--- config.mk ---
export PLATFORM = sky130hd
export DESIGN_NAME = pulse_gen
export DESIGN_NICKNAME = d
export VERILOG_FILES = /design/src/rtl/pulse_gen.sv
export SDC_FILE = /design/constraint.sdc
export NUM_CORES = 1
export LEC_CHECK = 0
export ABC_AREA = 0
export BUFFER_PORTS_ARGS = -buffer_cell sky130_fd_sc_hd__buf_2
export CAP_MARGIN = 20
export CORE_ASPECT_RATIO = 0.7
export CORE_UTILIZATION = 54
export DETAILED_ROUTE_END_ITERATION = 16
export GPL_TIMING_DRIVEN = 0
export PLACE_DENSITY = 0.76
export SYNTH_ARGS = -nofsm -noshare
export SYNTH_HDL_FRONTEND = slang
export SYNTH_SLANG_ARGS = --single-unit
--- constraint.sdc ---
create_clock -name clk_i -period 2.39 [get_ports clk_i]
set_input_delay 0.1195 -clock clk_i [delete_from_list [all_inputs] [get_ports clk_i]]
set_output_delay 0.1195 -clock clk_i [all_outputs]
set_load 0.05 [all_outputs]
--- src/rtl/pulse_gen.sv ---
// Programmable pulse-burst generator: start launches N pulses of a coded width
// separated by coded gaps, with busy status and a one-cycle done interrupt.
module pulse_gen (
    input  logic       clk_i,
    input  logic       rstn_i,
    input  logic       pulse_pol_i,
    input  logic [3:0] width_sel_i,
    input  logic [3:0] gap_sel_i,
    input  logic [3:0] count_i,
    input  logic       int_en_i,
    input  logic       start_i,
    input  logic       stop_i,
    output logic       data_out,
    output logic       busy_o,
    output logic       done_int_o
);

    typedef enum logic [1:0] {IDLE, ACTIVE, GAP} state_t;

    // Same window encoding as the input glitch filter; a phase lasts L+1 cycles.
    function automatic logic [10:0] load_val(input logic [3:0] code);
        logic [10:0] v;
        case (code)
            4'd0:    v = 11'd3;
            4'd1:    v = 11'd7;
            4'd2:    v = 11'd15;
            4'd3:    v = 11'd31;
            4'd4:    v = 11'd47;
            4'd5:    v = 11'd63;
            4'd6:    v = 11'd127;
            4'd7:    v = 11'd255;
            4'd8:    v = 11'd511;
            4'd9:    v = 11'd639;
            4'd10:   v = 11'd767;
            4'd11:   v = 11'd895;
            4'd12:   v = 11'd1023;
            4'd13:   v = 11'd1279;
            4'd14:   v = 11'd1535;
            default: v = 11'd2047;
        endcase
        return v;
    endfunction

    state_t      state_q, state_d;
    logic [10:0] cnt_q, cnt_d;
    logic [3:0]  rem_q, rem_d;
    logic [3:0]  wsel_q, wsel_d, gsel_q, gsel_d;
    logic        pol_q, pol_d;
    logic        stop_pend_q, stop_pend_d;
    logic        data_d, done_d;

    always_ff @(posedge clk_i or negedge rstn_i) begin
        if (!rstn_i) begin
            state_q     <= IDLE;
            cnt_q       <= '0;
            rem_q       <= '0;
            wsel_q      <= '0;
            gsel_q      <= '0;
            pol_q       <= 1'b0;
            stop_pend_q <= 1'b0;
            data_out    <= 1'b0;
            done_int_o  <= 1'b0;
        end else begin
            state_q     <= state_d;
            cnt_q       <= cnt_d;
            rem_q       <= rem_d;
            wsel_q      <= wsel_d;
            gsel_q      <= gsel_d;
            pol_q       <= pol_d;
            stop_pend_q <= stop_pend_d;
            data_out    <= data_d;
            done_int_o  <= done_d;
        end
    end

    always_comb begin
        state_d     = state_q;
        cnt_d       = cnt_q;
        rem_d       = rem_q;
        wsel_d      = wsel_q;
        gsel_d      = gsel_q;
        pol_d       = pol_q;
        stop_pend_d = stop_pend_q;
        data_d      = !pulse_pol_i;
        done_d      = 1'b0;

        case (state_q)
            IDLE: begin
                if (start_i && !stop_i) begin
                    state_d = ACTIVE;
                    pol_d   = pulse_pol_i;
                    wsel_d  = width_sel_i;
                    gsel_d  = gap_sel_i;
                    rem_d   = count_i;
                    cnt_d   = load_val(width_sel_i);
                end
            end
            ACTIVE: begin
                // A stop never truncates the pulse in flight; it only skips the gap.
                if (stop_i) stop_pend_d = 1'b1;
                if (cnt_q == 11'd0) begin
                    if (rem_q == 4'd1 || stop_pend_q || stop_i) begin
                        state_d = IDLE;
                    end else begin
                        state_d = GAP;
                        cnt_d   = load_val(gsel_q);
                        if (rem_q != 4'd0) rem_d = rem_q - 4'd1;
                    end
                end else begin
                    cnt_d = cnt_q - 11'd1;
                end
            end
            GAP: begin
                if (stop_i) begin
                    state_d = IDLE;
                end else if (cnt_q == 11'd0) begin
                    state_d = ACTIVE;
                    cnt_d   = load_val(wsel_q);
                end else begin
                    cnt_d = cnt_q - 11'd1;
                end
            end
            default: state_d = IDLE;
        endcase

        if (state_d == IDLE) begin
            stop_pend_d = 1'b0;
            if (state_q != IDLE) done_d = int_en_i;
        end

        case (state_d)
            ACTIVE:  data_d = pol_d;
            GAP:     data_d = !pol_d;
            default: data_d = !pulse_pol_i;
        endcase
    end

    assign busy_o = (state_q != IDLE);

endmodule

### Word-level counts from Yosys, hierarchy flattened

Memories as Yosys holds them, arrays and structs flattened.
Cells that the tools add are included.

| storage, ports and cells | value |
|---|---|
| bits of input ports | 18 |
| output and inout port bits | 3 |
| memory bits (read-only) | 432 |
| register bits | 29 |
| word-level logic and storage cells | 69 |
| memories | 3 |

Memory list:

| memory | words | width | read ports | clocked after memory_dff | wr ports | RTL line | RTL |
|---|---|---|---|---|---|---|---|
| (no name shown) | 16 | 9 | 1 | 0 | 0 | 23 | `case (code)` |
| (no name shown) | 16 | 9 | 1 | 0 | 0 | 23 |  |
| (no name shown) | 16 | 9 | 1 | 0 | 0 | 23 |  |

| operators by class | value |
|---|---|
| multiplexer cells | 25 |
| reduce and logical (&&, ||, !) cells | 19 |
| $add $sub $neg | 2 |
| equality and inequality tests | 11 |

Operator list:

| cell | count |
|---|---|
| $mux 11 | 5 |
| $pmux 11 s3 | 1 |
| $mux 4 | 4 |
| $logic_not 11->1 | 1 |
| $sub 11x1->11 const B | 1 |
| $mux 2 | 5 |
| $ne 2x2->1 const B | 5 |
| $pmux 4 s2 | 1 |
| $reduce_bool 2->1 | 4 |
| $mux 1 | 7 |
| $pmux 2 s3 | 1 |
| $reduce_and 5->1 | 1 |
| $eq 2x1->1 const B | 2 |
| $eq 2x2->1 const B | 2 |
| $eq 4x1->1 const B | 1 |
| $logic_not 2->1 | 2 |
| $reduce_and 2->1 | 2 |
| $reduce_and 4->1 | 1 |
| $reduce_bool 4->1 | 1 |
| $sub 4x1->4 const B | 1 |
| $logic_not 1->1 | 3 |
| $ne 3x3->1 const B | 1 |
| $reduce_bool 3->1 | 1 |
| $logic_or 1x1->1 | 2 |
| other kinds (2) | 2 |

### Depth between registers and ports, before layout

| depth | value |
|---|---|
| depth in word-level cells | 9 |
| mapped depth | 12 |

### Worst setup path after synthesis

No wires, ideal clock.

| timing path | value |
|---|---|
| path type | flip-flop to flip-flop |
| start point | register state_q[1] |
| end point | register data_out |
| cell stages (with the launch flop) | 10 |
| arrival time | 2.169 ns |
| clock period less this slack | 2.295 ns |
| setup slack | 0.095 ns |
| data required time | 2.264 ns |
| library setup time | 0.126 ns |
| buffers on the path | 0 |
| path through | dfrtp_1 inv_1 ha_1 inv_1 or2_2 and2_1 a21oi_1 o21bai_1 ha_1 mux2i_1 |

| between the ends | value |
|---|---|
| longest elaborated chain between the ends | 5 |
| elaborated cells between the ends (all ways) | 13 |
| those cells by class | eq/ne (4); mux (7); reduce/logical (2) |

RTL lines:

| item | RTL line | RTL |
|---|---|---|
| start, declared | 44 | `state_t state_q, state_d;` |
| start signal, assigned | 64 | `state_q <= state_d;` |
| $mux 2 | 116 | `end else if (cnt_q == 11'd0) begin` |
| $mux 2 | 114 | `if (stop_i) begin` |
| $pmux 2 s3 | 87 | `case (state_q)` |
| $eq 2x2->1 or $eq 2x1->1 (tied branches) | 131 | `case (state_d)` |
| $pmux 1 s2 (*) | 131 |  |
| net data_d | 50 | `logic data_d, done_d;` |
| end signal, assigned | 71 | `data_out <= data_d;` |
| end, declared | 13 | `output logic data_out,` |

The timed path passes the listed nets; every way through them passes the cells marked *.
A chain may end at the register's enable or synchronous reset.

### Final worst setup path

| timing path | value |
|---|---|
| start point | register cnt_q[7] |
| end point | register data_out |

| between the ends | value |
|---|---|
| longest elaborated chain between the ends | 6 |
| elaborated cells between the ends (all ways) | 8 |
| those cells by class | eq/ne (2); mux (5); reduce/logical (1) |

RTL lines:

| item | RTL line | RTL |
|---|---|---|
| start, declared | 45 | `logic [10:0] cnt_q, cnt_d;` |
| start signal, assigned | 65 | `cnt_q <= cnt_d;` |
| $logic_not 11->1 (*) | 101, 116 |  |
| $mux 2 | 116 |  |
| $mux 2 | 114 |  |
| $pmux 2 s3 (*) | 87 |  |
| $eq 2x2->1 or $eq 2x1->1 (tied branches) | 131 |  |
| $pmux 1 s2 (*) | 131 |  |
| net data_d | 50 |  |

Marks and branches as above.

==> results.json <==
{
  "status": "completed",
  "die_y_um": 56.82,
  "gr-usage-met1": 0.4343,
  "cp.required_ns": 2.59,
  "synth_nets": 305,
  "utilization": 0.6802,
  "grt_use_total": 0.2825,
  "timing.final.crit_share": 0.9590,
  "drt.antenna.violating_nets": 0,
  "port_buffers": 19,
  "syn_inst": 268,
  "worst_pin_slew_ns": 0.6674,
  "crit_chain": "buf_6, nor4_4, buf_4, and3_1, buf_6, mux2i_1, nand2_1, a21o_1, ha_4, mux2i_1",
  "grt_start_max_net_pins": 30,
  "dieWidth_um": 80.32,
  "clockBufferDepth": 2,
  "synth_top_cell_by_area": "dfrtp_1",
  "start_kind": "flip-flop",
  "grt_use_met2": 0.3895,
  "min_delay_path_depth": 2,
  "crit_path_max_fanout": 10,
  "maxCapViolCount": 0,
  "end_kind": "flip-flop",
  "synth_edf_count": 0,
  "wl_um": 6029,
  "post_drt_wl_per_cell_um": 16.84,
  "syn-cell-area_um2": 2318,
  "setup_violations": 0,
  "path_delay_family": "simple AND/OR/NAND/NOR gates",
  "async_flop_share": 1.000,
  "clk-insertion-delay-late_ns": 0.28,
  "vdd_ir_drop_max_uv": 630.5,
  "avgViaCountPerCell": 6.109,
  "grt-ovfl-total": 0,
  "routabilityCongestion": 0.9387,
  "cellPowerDensity_nw_per_um2": 1180,
  "areaGrowthSynthToFinish_pct": 17.86,
  "ys_seq_area_frac": 0.3130,
  "synth_flop_cell": "dfrtp_1",
  "dr.pass1.iters": 5,
  "numClockSinks": 29,
  "crit_type": "flip-flop to flip-flop",
  "clk_pin_slew_ns": 0.07,
  "drive_gt1_frac": 0.2353,
  "drt_iter0_drc": 190,
  "relSlewSlack": 0.5550,
  "coreArea_um2": 4018,
  "max_freq_mhz": 436.3,
  "cts_root_buffer": "clkbuf_8",
  "die_area_um2": 4564,
  "fill_cells": 346,
  "top_usage_layer": "met1",
  "whs_ns": 0.02757,
  "dp_hpwl_um": 4321,
  "vias": 2187,
  "placed_cell_area_um2": 2479,
  "antenna_found_initial": 0,
  "fin_area_um2": 2733,
  "yosys.cell_types.count": 54,
  "hold_path_class": "primary input to flip-flop",
  "rows": 19,
  "hold_violations": 0,
  "nNetsFinal": 342,
  "synth_common_cells": "dfrtp_1 (29), nor2_1 (26), a21oi_1 (25)",
  "cpMaxStageDelayCell": "dfrtp_1",
  "path_buf_inv": 3,
  "synth.most_common_cell": "dfrtp_1",
  "reg2reg_depth": 10,
  "cts_htree_levels": 2,
  "yosys.area.top_type_share": 0.3130,
  "ioPinCount": 21,
  "critical_path_depth": 10,
  "worstPathArrival_ns": 2.50,
  "finClkSkew_ns": 0.006577,
  "rsz0062_at_grt": "yes",
  "drv_slew": 0,
  "route.detailed.drc": 0,
  "ys_ff_latch": 29,
  "syn-mean-instance-area_um2": 8.651,
  "power_leakage_nw": 1.211,
  "finalCriticalPeriod_ns": 2.292,
  "grt_pass1_wl_um": 9729,
  "synthTopCellsByArea": "dfrtp_1 (31%), ha_1 (10%), a21oi_1 (5.4%), mux2i_1 (4.3%), nor2_1 (4.2%)",
  "grtUsageMet3": 0.06667,
  "yosysWarnings": 0,
  "cts_buffers": 5,
  "fin_tns_setup_ns": 0,
  "cp_slowest_stage_delay_ns": 0.37,
  "grt_pass1_vias": 1950,
  "num_antenna_cells": 0,
  "cts_tree": "yes",
  "start_util": 0.5771
}
==> worst register-to-register path, cell delays in order (launching register included) <==
cell     delay, ns
dfrtp_1       0.37
buf_6         0.14
nor4_4        0.26
buf_4         0.19
and3_1        0.17
buf_6         0.12
mux2i_1       0.19
nand2_1       0.10
a21o_1        0.21
ha_4          0.27
mux2i_1       0.18
==> where the power goes <==
group | switching [mW] | internal (mW) | leakage, nW | total [mW]
sequential | 0.201 | 0.681 | 0.365 | 0.882
combinational | 1.13 | 0.754 | 0.792 | 1.88
clock | 0.200 | 0.260 | 0.0542 | 0.460
total | 1.53 | 1.70 | 1.21 | 3.22
==> kinds of logic (layout without fill, tap and decap cells) <==
kind of cell	Yosys count	count (layout)	share of synthesized area
compound gates	85	85	0.2434
simple gates	79	79	0.1883
buf+inv	37	75	0.06799
flops	29	29	0.3130
fa+ha+maj	19	19	0.1025
mux	17	17	0.07718
xor+xnor	2	2	0.007557
==> area by class of cell <==
type,count,area [um^2],share of cell area
Inverter,22,82.58,0.03022
Buffer,15,82.58,0.03022
Sequential cell,29,725.7,0.2656
Clock buffer,7,96.34,0.03526
Clock inverter,1,5.005,0.001832
Multi-Input combinational cell,202,1495,0.5472
Tap cell,52,65.06,0.02381
Timing Repair Buffer,30,180.2,0.06593
==> layer usage <==
layer  share of wire  vias up
li1                -     1051
met1            0.50     1025
met5               0        -
met4           0.014        0
met3           0.071       15
met2            0.41       96
==> path summary, 6_finish.rpt <==
path / slack [ns] / start / end
hold reg to reg: 0.51 / rem_q[3] / rem_q[3]
hold / removal: 0.03 / pulse_pol_i / data_out
max in group asynchronous: 1.55 / rstn_i / wsel_q[3]
setup / recovery: 0.1 / cnt_q[7] / data_out
min in group asynchronous: 0.40 / rstn_i / cnt_q[0]
setup reg to reg: 0.1 / cnt_q[7] / data_out
==> timing repair <==
action / 4_1_cts / 5_1_grt
setup buffers: 2 / 8
endpoints found under the setup margin: 4 / 5
hold endpoints to repair: 29 / 0
hold buffers: 1 / 0
resized for setup: 8 / 12
pin swaps: 2 / 4
==> registers in the layout, indices dropped and copies added (netlist names) <==
name / count
wsel_q: 4
pol_q: 1
cnt_q: 11
gsel_q: 4
stop_pend_q: 1
done_int_o: 1
state_q: 2
rem_q: 4
data_out: 1
==> stage by stage <==
step                      setup slack (ns)  instances  power, mW
after global routing              -0.02745        358      3.455
final                              0.09806        358      3.223
after floorplan                    0.09499        268      2.110
after global placement             -0.2164        339      2.482
after detailed placement           -0.2380        339      2.527
after CTS                         0.009544        350      3.033
==> layout by cell type (no fill, tap or decap), types with 3 or more instances in the layout <==
cell       n
buf_4     11
a21oi_1   24
nand4_1    3
mux2i_1   10
ha_1      14
mux2_2     7
a31oi_1    3
nor2b_1    8
nor3_1     4
or2_2      3
clkbuf_8   7
nand2_1   15
ha_2       3
a22o_1     3
clkbuf_1   7
and3_1     4
o22ai_1    4
a32oi_1    4
o211ai_1   4
nor2_1    25
buf_2     21
inv_1     20
o21ai_0   16
and2_1     3
dfrtp_1   29
Power figures use the tool's default switching activity.
